==> src/rtl/udma_qspi_cmd_seq.sv <==
// -----------------------------------------------------------------------------
// udma_qspi_cmd_seq
//
// Turns one flash transaction request into the stream of 32-bit command words
// consumed by the uDMA SPI master. The order is: SOT, instruction, optional
// address word(s), optional dummy, optional data, and EOT. After EOT the
// sequencer waits for the master's end-of-transfer pulse, then reports
// completion.
//
// Ports
//   sys_clk_i, rst_i          clock, asynchronous active-high reset
//   req_valid_i / req_ready_o request handshake (ready only while idle)
//   req_op_i                  0=read, 1=write, 2/3=command only
//   req_instr_i               instruction byte
//   req_addr_i                flash address
//   req_addr_bytes_i          address bytes 0..4 (larger values mean 4)
//   req_dummy_i               dummy cycles (0 = none)
//   req_len_i                 data bytes (0 = none)
//   req_qpi_i, req_csn_i      quad mode flag, chip-select index
//   abort_i                   finish the current word, then jump to EOT
//   cmd_o / cmd_valid_o / cmd_ready_i  command word stream
//   eot_i                     end-of-transfer pulse from the SPI master
//   busy_o / done_o           transaction in flight / completion pulse
// -----------------------------------------------------------------------------
module udma_qspi_cmd_seq (
  input  logic        sys_clk_i,
  input  logic        rst_i,
  input  logic        req_valid_i,
  output logic        req_ready_o,
  input  logic [1:0]  req_op_i,
  input  logic [7:0]  req_instr_i,
  input  logic [31:0] req_addr_i,
  input  logic [2:0]  req_addr_bytes_i,
  input  logic [4:0]  req_dummy_i,
  input  logic [15:0] req_len_i,
  input  logic        req_qpi_i,
  input  logic [1:0]  req_csn_i,
  input  logic        abort_i,
  output logic [31:0] cmd_o,
  output logic        cmd_valid_o,
  input  logic        cmd_ready_i,
  input  logic        eot_i,
  output logic        busy_o,
  output logic        done_o
);

  typedef enum logic [3:0] {
    IDLE, SOT, INSTR, ADDR_HI, ADDR_LO, DUMMY, DATA, EOT, WAIT_EOT
  } state_t;

  state_t      state_reg, state_next, adv_state;
  logic [1:0]  op_reg;
  logic [7:0]  instr_reg;
  logic [31:0] addr_reg;
  logic [2:0]  addr_bytes_reg;
  logic [4:0]  dummy_reg;
  logic [15:0] len_reg;
  logic        qpi_reg;
  logic [1:0]  csn_reg;
  logic        abort_reg;
  logic        done_reg;

  logic [31:0] cmd_word;
  logic        cmd_valid;
  logic        has_data;
  logic        abortable;
  logic        abort_now;
  state_t      after_addr;
  state_t      after_dummy;

  // SEND_CMD word: bit count minus one in [19:16], payload right-aligned.
  // Only words that shift bits on the data lanes carry the qpi flag.
  function automatic logic [31:0] send_cmd(input logic [3:0] bits_m1,
                                           input logic [15:0] data,
                                           input logic qpi);
    return {4'h2, qpi, 7'd0, bits_m1, data};
  endfunction

  assign has_data    = (len_reg != 16'd0) && !op_reg[1];
  assign after_dummy = has_data ? DATA : EOT;
  assign after_addr  = (dummy_reg != 5'd0) ? DUMMY : after_dummy;
  assign abortable   = (state_reg == SOT) || (state_reg == INSTR) ||
                       (state_reg == ADDR_HI) || (state_reg == ADDR_LO) ||
                       (state_reg == DUMMY) || (state_reg == DATA);
  // An abort sampled on the handshake cycle still lets the current word go.
  assign abort_now   = abort_reg || (abort_i && abortable);

  always_comb begin
    state_next = state_reg;
    adv_state  = state_reg;
    cmd_word   = 32'd0;
    cmd_valid  = 1'b0;
    case (state_reg)
      IDLE: begin
        if (req_valid_i) state_next = SOT;
      end
      SOT: begin
        cmd_valid = 1'b1;
        cmd_word  = {4'h1, 26'd0, csn_reg};
        adv_state = INSTR;
      end
      INSTR: begin
        cmd_valid = 1'b1;
        cmd_word  = send_cmd(4'd7, {8'd0, instr_reg}, qpi_reg);
        if (addr_bytes_reg == 3'd0)      adv_state = after_addr;
        else if (addr_bytes_reg <= 3'd2) adv_state = ADDR_LO;
        else                             adv_state = ADDR_HI;
      end
      ADDR_HI: begin
        cmd_valid = 1'b1;
        cmd_word  = (addr_bytes_reg == 3'd3) ?
                    send_cmd(4'd15, addr_reg[23:8], qpi_reg) :
                    send_cmd(4'd15, addr_reg[31:16], qpi_reg);
        adv_state = ADDR_LO;
      end
      ADDR_LO: begin
        // 1- and 3-byte addresses end on a single byte, 2 and 4 on a half-word
        cmd_valid = 1'b1;
        cmd_word  = addr_bytes_reg[0] ?
                    send_cmd(4'd7, {8'd0, addr_reg[7:0]}, qpi_reg) :
                    send_cmd(4'd15, addr_reg[15:0], qpi_reg);
        adv_state = after_addr;
      end
      DUMMY: begin
        cmd_valid = 1'b1;
        cmd_word  = {4'h4, 1'b0, 6'd0, dummy_reg - 5'd1, 16'd0};
        adv_state = after_dummy;
      end
      DATA: begin
        cmd_valid = 1'b1;
        cmd_word  = {(op_reg[0] ? 4'h6 : 4'h7), qpi_reg, 11'd0, len_reg - 16'd1};
        adv_state = EOT;
      end
      EOT: begin
        cmd_valid = 1'b1;
        cmd_word  = {4'h9, 27'd0, 1'b1};
        adv_state = WAIT_EOT;
      end
      WAIT_EOT: begin
        if (eot_i) state_next = IDLE;
      end
      default: state_next = IDLE;
    endcase

    if (cmd_valid && cmd_ready_i)
      state_next = (abort_now && state_reg != EOT) ? EOT : adv_state;
  end

  always_ff @(posedge sys_clk_i or posedge rst_i) begin
    if (rst_i) begin
      state_reg      <= IDLE;
      op_reg         <= 2'd0;
      instr_reg      <= 8'd0;
      addr_reg       <= 32'd0;
      addr_bytes_reg <= 3'd0;
      dummy_reg      <= 5'd0;
      len_reg        <= 16'd0;
      qpi_reg        <= 1'b0;
      csn_reg        <= 2'd0;
      abort_reg      <= 1'b0;
      done_reg       <= 1'b0;
    end else begin
      state_reg <= state_next;
      done_reg  <= (state_reg == WAIT_EOT) && eot_i;
      if (state_reg == IDLE) begin
        abort_reg <= 1'b0;
        if (req_valid_i) begin
          op_reg         <= req_op_i;
          instr_reg      <= req_instr_i;
          addr_reg       <= req_addr_i;
          addr_bytes_reg <= (req_addr_bytes_i > 3'd4) ? 3'd4 : req_addr_bytes_i;
          dummy_reg      <= req_dummy_i;
          len_reg        <= req_len_i;
          qpi_reg        <= req_qpi_i;
          csn_reg        <= req_csn_i;
        end
      end else if (abort_i && abortable) begin
        abort_reg <= 1'b1;
      end
    end
  end

  assign cmd_o       = cmd_word;
  assign cmd_valid_o = cmd_valid;
  assign busy_o      = (state_reg != IDLE);
  assign req_ready_o = (state_reg == IDLE);
  assign done_o      = done_reg;

endmodule

==> config.mk <==
export PLATFORM = sky130hd
export DESIGN_NAME = udma_qspi_cmd_seq
export DESIGN_NICKNAME = d
export VERILOG_FILES = /design/src/rtl/udma_qspi_cmd_seq.sv
export SDC_FILE = /design/constraint.sdc
export NUM_CORES = 1
export LEC_CHECK = 0
export ABC_AREA = 1
export BUFFER_PORTS_ARGS = -buffer_cell sky130_fd_sc_hd__buf_4
export CORE_ASPECT_RATIO = 1.25
export CORE_MARGIN = 2
export CORE_UTILIZATION = 57
export DETAILED_ROUTE_END_ITERATION = 12
export GPL_TIMING_DRIVEN = 1
export PLACE_DENSITY = 0.86
export SETUP_SLACK_MARGIN = 0.3
export SLEW_MARGIN = 20
export SYNTH_ARGS = -nofsm -noshare
export SYNTH_HDL_FRONTEND = slang
export SYNTH_SLANG_ARGS = --single-unit
==> constraint.sdc <==
create_clock -name sys_clk_i -period 6.65 [get_ports sys_clk_i]
set_clock_uncertainty 0.15 [all_clocks]
set_input_delay 0.3325 -clock sys_clk_i [delete_from_list [all_inputs] [get_ports sys_clk_i]]
set_output_delay 0.3325 -clock sys_clk_i [all_outputs]
set_load 0.01 [all_outputs]
======== After elaboration in Yosys (flattened, before gate mapping) ========
Index checks and enable logic that the tools add are counted.
storage, ports and cells
  input bits .............................. 75
  register bits after elaboration ......... 75
  output and inout bits ................... 36
  logic and storage cells ................. 68
cells by class
  magnitude comparators ................... 2
  reductions and logical operators ........ 21
  add/sub/neg operators ................... 2
  multiplexer cells ....................... 18
  equality and inequality tests ........... 14
operators with widths
  operator                 count
  $pmux W32 S7             1
  $pmux W4 S7              1
  $mux W20                 1
  $eq A4 B3 Y1 const B     4
  $mux W16                 1
  $mux W4                  4
  $reduce_bool A16 Y1      1
  $sub A16 B1 Y16 const B  1
  $pmux W4 S3              1
  $mux W3                  3
  $ne A9 B7 Y1 const B     1
  $eq A4 B2 Y1 const B     2
  $reduce_or A7 Y1         1
  $logic_or A1 B1 Y1       6
  $logic_and A1 B1 Y1      5
  $mux W1                  5
  $reduce_bool A5 Y1       1
  $sub A5 B1 Y5 const B    1
  $eq A4 B1 Y1 const B     1
  $eq A4 B4 Y1 const B     1
  $logic_not A4 Y1         1
  $ne A4 B3 Y1 const B     1
  $reduce_and A4 Y1        1
  $reduce_bool A4 Y1       1
  11 further kinds         11

======== Depth between registers and ports, before layout ========
  depth in word-level cells ............... 11
  mapped depth ............................ 10
  mapped depth without buffers ............ 10

======== Worst setup path after synthesis ========
No wires, ideal clock.
  kind .................................... reg2out
  start ................................... register len_reg[4]
  end ..................................... output port cmd_o[11]
  stages on the path, launching flop included .. 8
  setup slack ............................. 4.808 ns
  data arrival time ....................... 1.360 ns
  data required time ...................... 6.168 ns
  buffers on the path ..................... 0
  cell sequence ........................... dfrtp_1 nor2_1 nand4_1 nor2_1 nand2_1 nand2_1 nand2_1 o21ai_0
between the ends
  cells in the longest elaborated chain, start to end .. 2
ends and longest elaborated chain
  item                      line  source
  start: declaration        57    logic [15:0] len_reg;
  start signal: assignment  173   len_reg <= req_len_i;
  $sub A16 B1 Y16           131   cmd_word = {(op_reg[0] ? 4'h6 : 4'h7), qpi_reg, 11'd0, len_reg - 16'd1};
  $pmux W32 S7              93    case (state_reg)
  end: declaration          39    output logic [31:0] cmd_o,
Every way passes these cells.

======== Worst setup path after layout ========
  start ................................... register addr_bytes_reg[0]
  end ..................................... output port cmd_o[11]
between the ends
  cells in the longest elaborated chain, start to end .. 3
  elaborated cells on any way between the ends .. 4
  classes of those cells .................. 1 x eq/ne; 3 x mux
ends and longest elaborated chain
  item                      line  source
  start: declaration        55    logic [2:0] addr_bytes_reg;
  start signal: assignment  171   addr_bytes_reg <= (req_addr_bytes_i > 3'd4) ? 3'd4 : req_addr_bytes_i;
  $eq A3 B2 Y1              111   cmd_word = (addr_bytes_reg == 3'd3) ?
  $mux W16                  111
  $pmux W32 S7 *            93
Mark *: on every way between the ends. The rest lies on a longest branch, timed or not.

==> key figures <==
STA
  – Fin Setup TNS: 0 ns
  – Worst-margin pin slew: 0.942 ns
  – Final Hold Viols: 0
  – Slew HR: 37.2%
  – Setup violators final: 0
  – Final critical-path required period: 2.86 ns
  – Fmax: 0.350 GHz
  – Tcrit/Tclk final: 42.9%
  – RSZ-0062 raised after global routing: no
  – Final Max Tran Viols: 0

Clocking
  – Worst-Skew Late Latency: 0.35 ns
  – CTS tree: done
  – Number of buffers created by CTS: 9
  – Post-CTS Setup Bufs: 0
  – Clock sinks: 75
  – Reg clk slew, reported paths: 0.08 ns
  – Clk buf depth: 2
  – Root cell of the clock tree: clkbuf_8
  – Cts hold-fix bufs: 0
  – H-tree levels: 3
  – Number of cells upsized or downsized after cts: 0

Floorplan
  – Core ar.: 6980 µm²
  – Die area: 7880 µm²
  – # rows: 34
  – Ports: 111
  – Initial Utilization: 58.7%
  – Die Y-Extent: 98.8 µm
  – Die width: 79.8 µm

Worst setup path
  – CP required: 6.17 ns
  – Critical Path Start Type: flop
  – Worst Path Max Fanout: 19
  – Critical path class: flop to output port
  – CP endpoint kind: output port
  – Arrival time worst endpoint: 2.37 ns

Pwr
  – Power Density: 454 nW/µm²
  – Worst vdd ir: 259 µV
  – Lkg Pwr: 2.62 nW

Route
  – Starting DRC count in detailed routing: 394
  – DR DRC count: 0
  – Drt total wl: 11300 µm
  – Per-cell routed wire length: 15.0 µm
  – Drt first pass iters: 6
  – Vias after detailed routing: 4178
  – Vias per Instance: 5.56
  – Antenna-violating nets left: 0

Global route
  – Initial antenna violation count: 0
  – Vias in the first global route: 4076
  – GRT overflow: 0
  – Largest net degree at the start of global routing: 76
  – Gr usage total: 30.2%
  – First-pass GRT wire length: 18400 µm

Job
  – Total of max-cap violations: 0

Logic synthesis
  – Netlist Area Pre-Place: 4100 µm²
  – Mean Syn Cell Area: 7.33 µm²
  – Yosys warnings: 0
  – Sequential area share after synthesis: 45.8%
  – Yosys reg bits: 75
  – Synth cell types: 31
  – Syn Inst Count: 559

Cells and area
  – Share of post-route cells with drive strength above 1: 20.7%
  – Utilization after layout: 72.6%
  – Finished Layout Cells: 752
  – Final Instance Area: 5070 µm²
  – Max reg flops: 32
  – Final #Nets: 735
  – Fillers: 563
  – Antenna Cells: 0
  – Area growth syn-to-layout: 23.7%

Placement
  – Dpl cells: 736
  – DPL Wire Length: 8290 µm
  – Port buffer count: 104
  – Routability cong.: 0.951
  – Placed standard-cell area: 4850 µm²

Min path
  – Worst hold-check path type: input pin to flop

Status
  – Outcome: complete, no violations
-- stage by stage --
| step | power (mW) | hold WS, ns | worst slack (ns) |
|---|---|---|---|
| 2_1_floorplan | 1.50 | 0.289 | 4.26 |
| 4_1_cts | 2.29 | 0.0161 | 3.84 |
| 6_report | 2.30 | 0.0204 | 3.79 |
| 3_3_place_gp | 1.85 | 0.309 | 4.10 |
| 3_5_place_dp | 1.89 | 0.315 | 3.96 |
| 5_1_grt | 2.48 | 0.0136 | 3.62 |
-- power breakdown --
part	total, mW	internal [mW]	switching, mW
Sequential	0.809	0.670	0.139
Clock	0.390	0.211	0.180
Combinational	1.10	0.417	0.687
Total	2.30	1.30	1.01
-- cells in the final DEF (no fill, tap or decap), types with 3 or more instances in the layout --
| cell type | synthesis | final |
|---|---|---|
| buf_4 | 6 | 106 |
| conb_1 | 1 | 6 |
| ha_1 | 3 | 3 |
| nor3_1 | 4 | 4 |
| o2111ai_1 | 6 | 6 |
| nand2_1 | 176 | 176 |
| clkbuf_8 | 0 | 9 |
| clkinv_2 | 0 | 3 |
| nor2_1 | 36 | 36 |
| o21ai_0 | 50 | 50 |
| o211ai_1 | 4 | 4 |
| nand3_1 | 25 | 25 |
| inv_1 | 69 | 68 |
| dfrtp_1 | 75 | 75 |
| nand4_1 | 5 | 5 |
| inv_2 | 5 | 6 |
| a21oi_1 | 31 | 31 |
| nor2_2 | 4 | 4 |
| o21ai_1 | 29 | 29 |
-- critical path, cell delays in order, from the launching register on --
cell and delay (ns):
dfrtp_1 0.46, nand3_2 0.26, clkinv_1 0.44, o21ai_0 0.29, a21oi_1 0.06, a21oi_1 0.23, o21ai_0 0.12, buf_4 0.16
-- Yosys cell counts --
library cell | count | area (µm²)
nand3_1 | 25 | 125
o31ai_1 | 1 | 7.51
a21oi_1 | 31 | 155
nand3_2 | 1 | 10.0
conb_1 | 1 | 3.75
o22ai_1 | 2 | 12.5
dfrtp_1 | 75 | 1880
nor2_2 | 4 | 25.0
clkbuf_1 | 6 | 22.5
clkinv_1 | 1 | 3.75
nor3_1 | 4 | 20.0
o221ai_1 | 1 | 8.76
ha_1 | 3 | 37.5
buf_4 | 6 | 45.0
nand2_2 | 1 | 6.26
inv_2 | 5 | 18.8
o211ai_1 | 4 | 30.0
o2111ai_1 | 6 | 52.6
clkbuf_2 | 1 | 5.00
nor2_1 | 36 | 135
nand2_4 | 1 | 11.3
nand3b_1 | 1 | 7.51
nand2_1 | 176 | 661
nor2_4 | 2 | 22.5
buf_6 | 7 | 78.8
a211oi_1 | 1 | 7.51
nand4_1 | 5 | 31.3
o21ai_1 | 29 | 145
inv_1 | 69 | 259
o21ai_0 | 50 | 250
buf_2 | 4 | 20.0
-- path summary, 6_finish.rpt --
kind	from	to	slack (ns)	cells past startpoint
max in group asynchronous	rst_i	len_reg[6]	5.63	3
setup reg to reg	state_reg[1]	instr_reg[4]	3.92	7
min in group asynchronous	rst_i	len_reg[3]	0.12	3
setup / recovery	addr_bytes_reg[0]	cmd_o[11]	3.79	7
hold reg to reg	addr_reg[7]	addr_reg[7]	0.34	2
hold / removal	req_addr_i[5]	addr_reg[5]	0.02	3
-- kinds of logic after synthesis --
family                   count (synthesis)  share of synthesized area (%)
buffers and inverters                   99                           11.1
flip-flops                              75                           45.8
other                                    1                         0.0916
adder cells (fa/ha/maj)                  3                          0.917
AO/OA/AOI/OAI                          125                           16.3
AND/OR/NAND/NOR                        256                           25.8
-- area by class of cell --
cell class / instances / area (µm²) / share of cell area, %
sequential: 75 / 1880 / 37.0
inverter: 75 / 282 / 5.56
timing repair buffer: 106 / 796 / 15.7
tap: 90 / 113 / 2.22
clock inverter: 7 / 92.6 / 1.83
multi-input combinational: 390 / 1780 / 35.2
clock buffer: 9 / 124 / 2.44
-- layer usage --
metal / vias up / track usage, % / wire length [µm]
met3: 45 / 6.04 / 867
li1: 1982 / - / -
met5: - / 0 / 0
met2: 227 / 48.7 / 5480
met1: 1924 / 39.5 / 4540
met4: 0 / 13.6 / 432
Note: power is estimated with default switching activity, not from simulation.
